`src/rtl/des_decrypt_key_schedule_pkg.sv`:
```
// ---------------------------------------------------------------------------
// des_pkg
// Shared definitions for the DES key schedule blocks.
//   PC1_IDX    : 56 source positions of Permuted Choice 1 (zero-based,
//                vector bit i holds DES bit i+1)
//   PC2_IDX    : 48 source positions of Permuted Choice 2 into {D,C}
//   DEC_SHIFT  : right-rotate amount applied when entering round r
//   ENC_SHIFT  : left-rotate amount; entry 0 is applied at key load
//   state_t    : scheduler FSM states
//   rot28      : 28-bit rotate helper in codebase bit order
// ---------------------------------------------------------------------------
package des_pkg;

    typedef enum logic {
        IDLE,
        RUN
    } state_t;

    localparam logic [5:0] PC1_IDX [0:55] = '{
        56, 48, 40, 32, 24, 16,  8,
         0, 57, 49, 41, 33, 25, 17,
         9,  1, 58, 50, 42, 34, 26,
        18, 10,  2, 59, 51, 43, 35,
        62, 54, 46, 38, 30, 22, 14,
         6, 61, 53, 45, 37, 29, 21,
        13,  5, 60, 52, 44, 36, 28,
        20, 12,  4, 27, 19, 11,  3
    };

    localparam logic [5:0] PC2_IDX [0:47] = '{
        13, 16, 10, 23,  0,  4,
         2, 27, 14,  5, 20,  9,
        22, 18, 11,  3, 25,  7,
        15,  6, 26, 19, 12,  1,
        40, 51, 30, 36, 46, 54,
        29, 39, 50, 44, 32, 47,
        43, 48, 38, 55, 33, 52,
        45, 41, 49, 35, 28, 31
    };

    // Round 0 of decryption needs no shift: C0/D0 already equals C16/D16.
    localparam logic [1:0] DEC_SHIFT [0:15] = '{
        0, 1, 2, 2, 2, 2, 2, 2, 1, 2, 2, 2, 2, 2, 2, 1
    };

    localparam logic [1:0] ENC_SHIFT [0:15] = '{
        1, 1, 2, 2, 2, 2, 2, 2, 1, 2, 2, 2, 2, 2, 2, 1
    };

    // DES "left" moves bits toward DES bit 1, which is vector bit 0, so a
    // DES left rotate is a vector right rotate and vice versa.
    function automatic logic [27:0] rot28(input logic [27:0] v,
                                          input logic [1:0]  amt,
                                          input logic        left);
        logic [27:0] r;
        r = v;
        if (left) begin
            if (amt == 2'd1)      r = {v[0], v[27:1]};
            else if (amt == 2'd2) r = {v[1:0], v[27:2]};
        end else begin
            if (amt == 2'd1)      r = {v[26:0], v[27]};
            else if (amt == 2'd2) r = {v[25:0], v[27:26]};
        end
        return r;
    endfunction

endpackage

```
`src/rtl/des_decrypt_key_schedule_if.sv`:
```
// ---------------------------------------------------------------------------
// des_decrypt_key_schedule_if
// Key-load and subkey-stream handshakes of the key scheduler.
//   key_in/key_valid/key_ready       : 64-bit key input handshake
//   subkey/subkey_round/subkey_valid : round subkey stream
//   subkey_ready                     : consumer accepts the subkey
//   done                             : pulse on the round-15 transfer
// slave = the scheduler, master = key source and round datapath.
// ---------------------------------------------------------------------------
interface des_decrypt_key_schedule_if;
    logic [63:0] key_in;
    logic        key_valid;
    logic        key_ready;
    logic [47:0] subkey;
    logic [3:0]  subkey_round;
    logic        subkey_valid;
    logic        subkey_ready;
    logic        done;

    modport master (
        output key_in, key_valid, subkey_ready,
        input  key_ready, subkey, subkey_round, subkey_valid, done
    );

    modport slave (
        input  key_in, key_valid, subkey_ready,
        output key_ready, subkey, subkey_round, subkey_valid, done
    );
endinterface

```
`src/rtl/des_decrypt_key_schedule_pc1.sv`:
```
// ---------------------------------------------------------------------------
// Permuted_Choice_1
// Combinational DES PC1: 64-bit key to 56-bit {D,C}.
//   key_in  : 64-bit key, key_in[0] = DES bit 1
//   pc1_out : [27:0] = C, [55:28] = D
// ---------------------------------------------------------------------------
module Permuted_Choice_1
    import des_pkg::*;
(
    input  logic [63:0] key_in,
    output logic [55:0] pc1_out
);

    for (genvar j = 0; j < 56; j++) begin : g_bit
        assign pc1_out[j] = key_in[PC1_IDX[j]];
    end

    // Parity bits (every eighth DES bit) never reach the schedule.
    logic unused_parity;
    assign unused_parity = ^{key_in[7], key_in[15], key_in[23], key_in[31],
                             key_in[39], key_in[47], key_in[55], key_in[63]};

endmodule

```
`src/rtl/des_decrypt_key_schedule_pc2.sv`:
```
// ---------------------------------------------------------------------------
// Permuted_Choice_2
// Combinational DES PC2: 56-bit {D,C} compressed to a 48-bit subkey.
//   cd_in  : {D,C}, cd_in[0] = DES bit 1 of C
//   subkey : subkey[0] = DES subkey bit 1
// ---------------------------------------------------------------------------
module Permuted_Choice_2
    import des_pkg::*;
(
    input  logic [55:0] cd_in,
    output logic [47:0] subkey
);

    for (genvar j = 0; j < 48; j++) begin : g_bit
        assign subkey[j] = cd_in[PC2_IDX[j]];
    end

    // Eight C/D positions are dropped by the compression.
    logic unused_cd;
    assign unused_cd = ^{cd_in[8], cd_in[17], cd_in[21], cd_in[24],
                         cd_in[34], cd_in[37], cd_in[42], cd_in[53]};

endmodule

```
`src/rtl/des_decrypt_key_schedule.sv`:
```
// ---------------------------------------------------------------------------
// des_decrypt_key_schedule
// Sequential DES key scheduler streaming the sixteen round subkeys, K16
// first by default (ENCRYPT_ORDER=1 gives K1 first).
//   clk : rising-edge clock
//   rst : synchronous active-high reset
//   bus : slave side of des_decrypt_key_schedule_if (key load handshake,
//         subkey stream handshake, done pulse)
// ---------------------------------------------------------------------------
module des_decrypt_key_schedule
    import des_pkg::*;
#(
    parameter bit ENCRYPT_ORDER = 1'b0
) (
    input  logic                          clk,
    input  logic                          rst,
    des_decrypt_key_schedule_if.slave     bus
);

    state_t      state;
    logic [27:0] c_reg;
    logic [27:0] d_reg;
    logic [3:0]  round;
    logic        key_ready_q;
    logic        subkey_valid_q;

    logic [55:0] pc1_out;
    logic [27:0] c_load;
    logic [27:0] d_load;
    logic [3:0]  next_round;
    logic [1:0]  shift_amt;
    logic [27:0] c_next;
    logic [27:0] d_next;
    logic [47:0] subkey_w;

    Permuted_Choice_1 u_pc1 (
        .key_in  (bus.key_in),
        .pc1_out (pc1_out)
    );

    // Encrypt order starts at K1, whose one-place shift is folded into the load.
    assign c_load = rot28(pc1_out[27:0],  ENCRYPT_ORDER ? 2'd1 : 2'd0, ENCRYPT_ORDER);
    assign d_load = rot28(pc1_out[55:28], ENCRYPT_ORDER ? 2'd1 : 2'd0, ENCRYPT_ORDER);

    assign next_round = round + 4'd1;
    assign shift_amt  = ENCRYPT_ORDER ? ENC_SHIFT[next_round] : DEC_SHIFT[next_round];
    assign c_next     = rot28(c_reg, shift_amt, ENCRYPT_ORDER);
    assign d_next     = rot28(d_reg, shift_amt, ENCRYPT_ORDER);

    Permuted_Choice_2 u_pc2 (
        .cd_in  ({d_reg, c_reg}),
        .subkey (subkey_w)
    );

    // FSM: load C/D on an accepted key, then advance one round per accepted
    // subkey; the round-15 transfer is the only way back to IDLE.
    always_ff @(posedge clk) begin
        if (rst) begin
            state          <= IDLE;
            c_reg          <= '0;
            d_reg          <= '0;
            round          <= '0;
            key_ready_q    <= 1'b1;
            subkey_valid_q <= 1'b0;
        end else begin
            case (state)
                IDLE: begin
                    if (bus.key_valid) begin
                        c_reg          <= c_load;
                        d_reg          <= d_load;
                        round          <= '0;
                        key_ready_q    <= 1'b0;
                        subkey_valid_q <= 1'b1;
                        state          <= RUN;
                    end
                end
                RUN: begin
                    if (bus.subkey_ready) begin
                        if (round == 4'd15) begin
                            round          <= '0;
                            key_ready_q    <= 1'b1;
                            subkey_valid_q <= 1'b0;
                            state          <= IDLE;
                        end else begin
                            round <= next_round;
                            c_reg <= c_next;
                            d_reg <= d_next;
                        end
                    end
                end
                default: begin
                    state <= IDLE;
                end
            endcase
        end
    end

    // done marks the handshake itself, so it is decoded from the live ready.
    assign bus.done         = subkey_valid_q & bus.subkey_ready & (round == 4'd15);
    assign bus.key_ready    = key_ready_q;
    assign bus.subkey_valid = subkey_valid_q;
    assign bus.subkey_round = round;
    assign bus.subkey       = subkey_w;

endmodule

```
`src/flat_wrapper.sv`:
```
// flat-port wrapper written by rule: the top's interface ports become plain ports
module des_decrypt_key_schedule_flat import des_pkg::*;
#(
    parameter bit ENCRYPT_ORDER = 1'b0
)
  (clk, rst, bus_key_in, bus_key_valid, bus_subkey_ready, bus_key_ready, bus_subkey, bus_subkey_round, bus_subkey_valid, bus_done);
  des_decrypt_key_schedule_if bus_i ();
  input  logic clk;
  input  logic rst;
  input wire logic [$bits(bus_i.key_in)-1:0] bus_key_in;
  input wire logic [$bits(bus_i.key_valid)-1:0] bus_key_valid;
  input wire logic [$bits(bus_i.subkey_ready)-1:0] bus_subkey_ready;
  output wire logic [$bits(bus_i.key_ready)-1:0] bus_key_ready;
  output wire logic [$bits(bus_i.subkey)-1:0] bus_subkey;
  output wire logic [$bits(bus_i.subkey_round)-1:0] bus_subkey_round;
  output wire logic [$bits(bus_i.subkey_valid)-1:0] bus_subkey_valid;
  output wire logic [$bits(bus_i.done)-1:0] bus_done;
  assign bus_i.key_in = bus_key_in;
  assign bus_i.key_valid = bus_key_valid;
  assign bus_i.subkey_ready = bus_subkey_ready;
  assign bus_key_ready = bus_i.key_ready;
  assign bus_subkey = bus_i.subkey;
  assign bus_subkey_round = bus_i.subkey_round;
  assign bus_subkey_valid = bus_i.subkey_valid;
  assign bus_done = bus_i.done;
  des_decrypt_key_schedule #(.ENCRYPT_ORDER(ENCRYPT_ORDER)) u_core (.clk(clk), .rst(rst), .bus(bus_i));
endmodule
```
`config.mk`:
```
export PLATFORM = sky130hd
export DESIGN_NAME = des_decrypt_key_schedule_flat
export DESIGN_NICKNAME = d
export VERILOG_FILES = /design/src/rtl/des_decrypt_key_schedule_pkg.sv /design/src/rtl/des_decrypt_key_schedule_if.sv /design/src/rtl/des_decrypt_key_schedule_pc1.sv /design/src/rtl/des_decrypt_key_schedule_pc2.sv /design/src/rtl/des_decrypt_key_schedule.sv /design/src/flat_wrapper.sv
export SDC_FILE = /design/constraint.sdc
export NUM_CORES = 1
export LEC_CHECK = 0
export BUFFER_PORTS_ARGS = -buffer_cell sky130_fd_sc_hd__buf_2
export CORE_MARGIN = 1.5
export CORE_UTILIZATION = 45
export CTS_BUF_LIST = sky130_fd_sc_hd__clkbuf_8
export CTS_CLUSTER_DIAMETER = 40
export DETAILED_ROUTE_END_ITERATION = 8
export PLACE_DENSITY_LB_ADDON = 0.2
export SYNTH_ARGS = -nofsm -noshare
export SYNTH_HDL_FRONTEND = slang
export SYNTH_HIERARCHICAL = 1
export SYNTH_SLANG_ARGS = --single-unit
```
`constraint.sdc`:
```
create_clock -name clk -period 3 [get_ports clk]
set_input_delay 0.6 -clock clk [delete_from_list [all_inputs] [get_ports clk]]
set_output_delay 0.6 -clock clk [all_outputs]
set_load 0.02 [all_outputs]
```
**After elaboration in Yosys (flattened, before gate mapping)**

Memory sizes are Yosys's and may differ from the RTL's.
Index checks and enable logic that the tools add are counted.

- Add/sub/neg operators: 1
- $lt $le $gt $ge: 1
- Eq/ne operators: 8
- Mux-type cells: 30
- Bitwise logic cells: 4
- Reduce and logical (&&, ||, !) cells: 3

Operators by type and width:

| kind | count |
|---|---|
| 28-bit 2-to-1 mux | 10 |
| 28-bit case mux with 2 select lines | 2 |
| 4-bit 2-to-1 mux | 3 |
| 1-bit 2-to-1 mux | 9 |
| 2-bit != test, second input constant | 4 |
| 4-bit case mux with 2 select lines | 1 |
| 1-bit case mux with 2 select lines | 3 |
| 5-bit >= comparator, second input constant | 1 |
| 4-bit NOT with 5-bit output | 1 |
| 4-bit by 1-bit adder with 4-bit output, second input constant | 1 |
| 4-bit == test, second input constant | 1 |
| 2-bit 2-to-1 mux | 2 |
| 4-bit AND reduction | 1 |
| 3-bit != test, second input constant | 1 |
| 3-bit AND reduction | 1 |
| 1-bit AND | 2 |
| 2-bit by 1-bit == test with 1-bit output, second input constant | 1 |
| 2-bit == test, second input constant | 1 |
| 2-bit AND reduction | 1 |
| 1-bit NOT | 1 |

- Bits in registers: 63
- ROM bits: 32
- Output and inout bits: 55
- Word-level logic and storage cells: 54
- Memories: 1

Memory list:

| name | words | width | rd ports | clocked after Yosys merged registers in | write ports | RTL line | text |
|---|---|---|---|---|---|---|---|
| (name not given) | 16 | 2 | 1 | 0 | 0 | des_decrypt_key_schedule.sv:46 | `assign shift_amt = ENCRYPT_ORDER ? ENC_SHIFT[next_round] : DEC_SHIFT[next_round];` |

**Depth between registers and ports, before layout**

- Depth after elaboration: 11
- Depth in mapped cells: 10
- Gate-level depth less buffers: 8

**Modules after synthesis**

The synthesis kept the hierarchy.

By module, submodules not included:

| module | times used | cells an instance | area each (µm²) | sequential area each (µm²) |
|---|---|---|---|---|
| des_decrypt_key_schedule | 1 | 388 | 3595.9 | 1261.2 |
| Permuted_Choice_1 | 1 | 56 | 420.4 | 0.0 |
| Permuted_Choice_2 | 1 | 48 | 360.3 | 0.0 |

**Worst setup path after synthesis**

OpenSTA, ideal clock, no wires.

- Kind: register -> register
- From: register u_core.round[0], in the netlist u_core/bus.subkey_round[0]
- To: register u_core.c_reg[0]
- Data arrival time: 2.296 ns
- Data required time: 2.872 ns
- Path slack: 0.576 ns
- Cell stages (with the launch flop): 11
- Clock period less this slack: 2.424 ns
- Cell sequence: dfxtp_1 > inv_1 > ha_1 > and2_1 > and2_0 > o221a_1 > nor3_2 > buf_6 > buf_8 > mux2i_1 > o221ai_2

- Longest elaborated chain between the ends: 10
- Elaborated cells on any way between the ends: 15
- Classes of those cells: add/sub (1); eq/ne (5); mux (6); bitwise (1); reduce/logical (1); memory (1)

Ends and longest elaborated chain:

| what | RTL line | text |
|---|---|---|
| start, declared | des_decrypt_key_schedule.sv:23 | `logic [3:0] round;` |
| start signal, assigned | des_decrypt_key_schedule.sv:85 | `round <= next_round;` |
| 4-bit by 1-bit adder with 4-bit output | des_decrypt_key_schedule.sv:45 | `assign next_round = round + 4'd1;` |
| 4-bit NOT with 5-bit output | -- |  |
| memory 16 x 2 bit | -- |  |
| 2-bit 2-to-1 mux (implied by the code) (2 in a row) | des_decrypt_key_schedule.sv:46 |  |
| 2-bit by 1-bit == test with 1-bit output | des_decrypt_key_schedule_pkg.sv:61 | `if (amt == 2'd1) r = {v[26:0], v[27]};` |
| 28-bit 2-to-1 mux | des_decrypt_key_schedule_pkg.sv:61 |  |
| 28-bit 2-to-1 mux | des_decrypt_key_schedule.sv:79 | `if (round == 4'd15) begin` |
| 28-bit 2-to-1 mux | des_decrypt_key_schedule.sv:78 | `if (bus.subkey_ready) begin` |
| 28-bit case mux with 2 select lines | des_decrypt_key_schedule.sv:66 | `case (state)` |
| end signal, assigned | des_decrypt_key_schedule.sv:69 | `c_reg <= c_load;` |
| end signal, assigned | des_decrypt_key_schedule.sv:86 | `c_reg <= c_next;` |
| end, declared | des_decrypt_key_schedule.sv:21 | `logic [27:0] c_reg;` |

Several ways; a longest one is shown, not always the timed one. The select of a mux whose other input is x is not followed.
A chain may end at the register's enable or synchronous reset.

**Worst setup path after layout**

- From: register u_core.round[0], in the netlist u_core/bus.subkey_round[0]
- To: register u_core.d_reg[1]

- Longest elaborated chain between the ends: 10
- Elaborated cells on any way between the ends: 15
- Classes of those cells: add/sub (1); eq/ne (5); mux (6); bitwise (1); reduce/logical (1); memory (1)

Ends and longest elaborated chain:

| what | RTL line | text |
|---|---|---|
| 4-bit by 1-bit adder with 4-bit output | des_decrypt_key_schedule.sv:45 |  |
| 4-bit NOT with 5-bit output | -- |  |
| memory 16 x 2 bit | -- |  |
| 2-bit 2-to-1 mux (implied by the code) (2 in a row) | des_decrypt_key_schedule.sv:46 |  |
| 2-bit by 1-bit == test with 1-bit output | des_decrypt_key_schedule_pkg.sv:61 |  |
| 28-bit 2-to-1 mux | des_decrypt_key_schedule_pkg.sv:61 |  |
| 28-bit 2-to-1 mux | des_decrypt_key_schedule.sv:79 |  |
| 28-bit 2-to-1 mux | des_decrypt_key_schedule.sv:78 |  |
| 28-bit case mux with 2 select lines | des_decrypt_key_schedule.sv:66 |  |
| end signal, assigned | des_decrypt_key_schedule.sv:70 | `d_reg <= d_load;` |
| end signal, assigned | des_decrypt_key_schedule.sv:87 | `d_reg <= d_next;` |
| end, declared | des_decrypt_key_schedule.sv:22 | `logic [27:0] d_reg;` |

Several ways; a longest one is shown, not always the timed one. The select of a mux whose other input is x is not followed.

==> qor.yml <==
grt_usage_pct: 17.56
r2r_start: "u_core/bus.subkey_round[0]"
yosys_register_bits: 63
post_cts_resized: 0
crit_path_end_kind: "flop"
clk_latency_ps: 330
nets: 561
fp.coreArea_mm2: 0.009328
fin_skew_ps: 8.614
h-tree-depth: 3
max_cap_violations: 0
crit_type: "flop to flop"
vias: 3203
post_drt_wl_per_cell_um: 14.55
p_clk_share_pct: 36.7
rsz0062_at_grt: "no"
fin_cells: 623
final_common_cell: "nand2_1"
async_flop_share_pct: 0
slew_headroom_pct: 54.17
reg2regPathDepth: 9
hold_start: "u_core/bus.subkey_valid"
path_buf_inv: 2
synth.area.top_cells: "dfxtp_1, buf_4, mux2i_1"
fin_crit_ps: 2530
area_growth_pct: 2.087
yosys.area.top_type: "dfxtp_1"
min_path_type: "flop to flop"
die_h_um: 101.6
vdd_drop_max_uv: 242.0
power.density_mw_per_mm2: 519.6
drive_gt1_share_pct: 36.51
synth_top_area_share_pct: 28.82
dp_hpwl_mm: 6.079
finalSetupTns_ps: 0
via_per_inst: 5.141
p_int_w: 0.001621
cts_setup_buffers: 0
num_rows: 35
crit_slowest_cell: "dfxtp_1"
antenna_found_initial: 1
finalWeightedCongestion: 0.8216
status: "finished, final reports clean"
cpPeakStageDelay_ps: 500
clock_path_buffers: 2
tightest_slew_ps: 686.4
initial_core_util_pct: 46.92
r2r_setup_slack_ps: 470
setup_viol: 0
synthFlopType: "dfxtp_1"
grt_max_degree: 39
cts_tree: "done"
firstDrtPassIters: 4
pwr-share-seq_pct: 41.4
avgSynthCellArea_um2: 8.896
syn_area_mm2: 0.004377
ys_seq_area_share_pct: 28.82
dieArea_mm2: 0.01033
hold_violations: 0
clkTransAtPathRegs_ps: 70
hold_depth: 2
io_pins: 123
p_sw_w: 0.0007004
remaining_drc_errors: 0
drt_iter0_drc: 88
crit_path_start_kind: "flop"
syn-num-nets: 565
yosys_warnings: 6
n_fill_cell: 933
worst_ep_arrival_time_ps: 2780
critical_path.top_delay_family: "compound AO/OA/AOI/OAI gates"
synth_edf_count: 0
die_x_um: 101.6
finalMaxSlewViolations: 0
drt_wl_total_mm: 9.062
fmax_ghz: 0.3952
dp.cells: 606
clock_tree.root_cell: "clkbuf_8"
synth.distinct_cells: 38
grt_pass1_wl_mm: 14.62
grt-ovfl-total: 0
whs_endpoint: "u_core/bus.subkey_valid"
crit_fanout: 16
power.leakage_nw: 1.864
numCtsBuffers: 9
ant_nets: 0
min_period_over_period_pct: 84.34
grt_pass1_vias: 3101
final_cell_mix: "nand2_1, buf_2, dfxtp_1, mux2i_1, o221ai_2"
syn_inst: 492
cts_sinks: 63
critical_path.cell_chain: "inv_1 -> ha_1 -> xnor2_1 -> a211oi_1 -> o21ai_1 -> a21o_1 -> nand3_4 -> buf_4 -> o221ai_1"
combPwrFrac_pct: 21.8
port_buffers: 114
critical_path_required_ps: 3240
reg2reg_to: "u_core/d_reg[1]"
netSwitchingFraction_pct: 30.17
holdBufCountCts: 0
-- cell type report --
cell class	count	area, µm²	share of cell area (%)
sequential	63	1261	28.23
clock buffer	11	151.4	3.388
inverter	7	26.28	0.5881
tap	129	161.4	3.612
multi-input combinational	284	2097	46.93
antenna	1	2.502	0.05601
clock inverter	5	80.08	1.792
timing repair buffer	123	688.2	15.40
-- stage by stage --
step | hold WS [ps] | area (µm²) | setup WS [ps] | utilization [%] | total power, W
floorplan | 452.0 | 4377 | 576.0 | - | 0.001463
global placement | 470.8 | 4234 | 482.4 | 45.39 | 0.001487
detailed placement | 487.3 | 4234 | 449.9 | 45.39 | 0.001492
CTS | 497.8 | 4466 | 435.6 | 47.87 | 0.002355
global route | 520.2 | 4466 | 192.7 | 47.87 | 0.002449
finish | 493.4 | 4468 | 469.9 | 47.90 | 0.002322
-- cells by family (layout without fill, tap and decap cells) --
| family | Yosys count | after routing | synth area share [%] |
|---|---|---|---|
| flip-flops | 63 | 63 | 28.82 |
| other | 0 | 1 | 0 |
| XOR/XNOR | 5 | 5 | 1.001 |
| multiplexers | 56 | 56 | 12.81 |
| buffers and inverters | 145 | 146 | 23.93 |
| AND/OR/NAND/NOR | 146 | 146 | 13.78 |
| AO/OA/AOI/OAI | 72 | 72 | 18.24 |
| adder cells (fa/ha/maj) | 5 | 5 | 1.429 |
-- worst min-delay path: cells and delay by family, from the launching register on --
kind / cells / cell delay, ps
AOI/OAI and AO/OA: 1 / 60
and+or+nand+nor: 1 / 70
DFF: 1 / 320
-- metal layers --
metal	share of wire, %	track usage, %	routed length (µm)	up-vias
li1	-	-	-	1605
met4	0.44	4.060	40	0
met5	0	0	0	-
met3	5.3	4.279	482	4
met1	47	22.85	4269	1508
met2	47	29.33	4270	86
-- cells in the mapped netlist, types with 2 or more instances --
cell type and n:
a211oi_1 2, a21oi_1 3, a21oi_2 2, a32oi_1 2, and2_0 2, and2_1 2
buf_2 9, buf_4 115, buf_6 2, buf_8 4, clkbuf_1 8, dfxtp_1 63
ha_1 5, inv_1 6, mux2i_1 56, nand2_1 117, nand3_1 4, nor2_1 10
nor3_1 3, o21ai_0 2, o221ai_1 26, o221ai_2 30, xnor2_1 3, xor2_1 2
-- worst max path at each step --
stage,endpoint,start,cells past startpoint,slack (ps)
2_1_floorplan,u_core/c_reg[0],u_core/bus.subkey_round[0],10,580
4_1_cts,u_core/d_reg[1],u_core/bus.subkey_round[0],9,440
3_5_place_dp,u_core/d_reg[14],u_core/bus.subkey_round[0],9,450
6_report,u_core/d_reg[1],u_core/bus.subkey_round[0],9,470
5_1_grt,u_core/d_reg[1],u_core/bus.subkey_round[0],9,190
3_3_place_gp,u_core/d_reg[17],u_core/bus.subkey_round[0],8,480
-- power by group through the flow --
stage	registers, W	logic [W]	clock network (W)
6_report	0.000962	0.000507	0.000853
2_1_floorplan	0.000966	0.000498	0
3_5_place_dp	0.000981	0.000511	0
5_1_grt	0.000973	0.000552	0.000925
4_1_cts	0.000962	0.000513	0.000881
3_3_place_gp	0.000980	0.000507	0
Note: power is estimated with default switching activity, not from simulation.
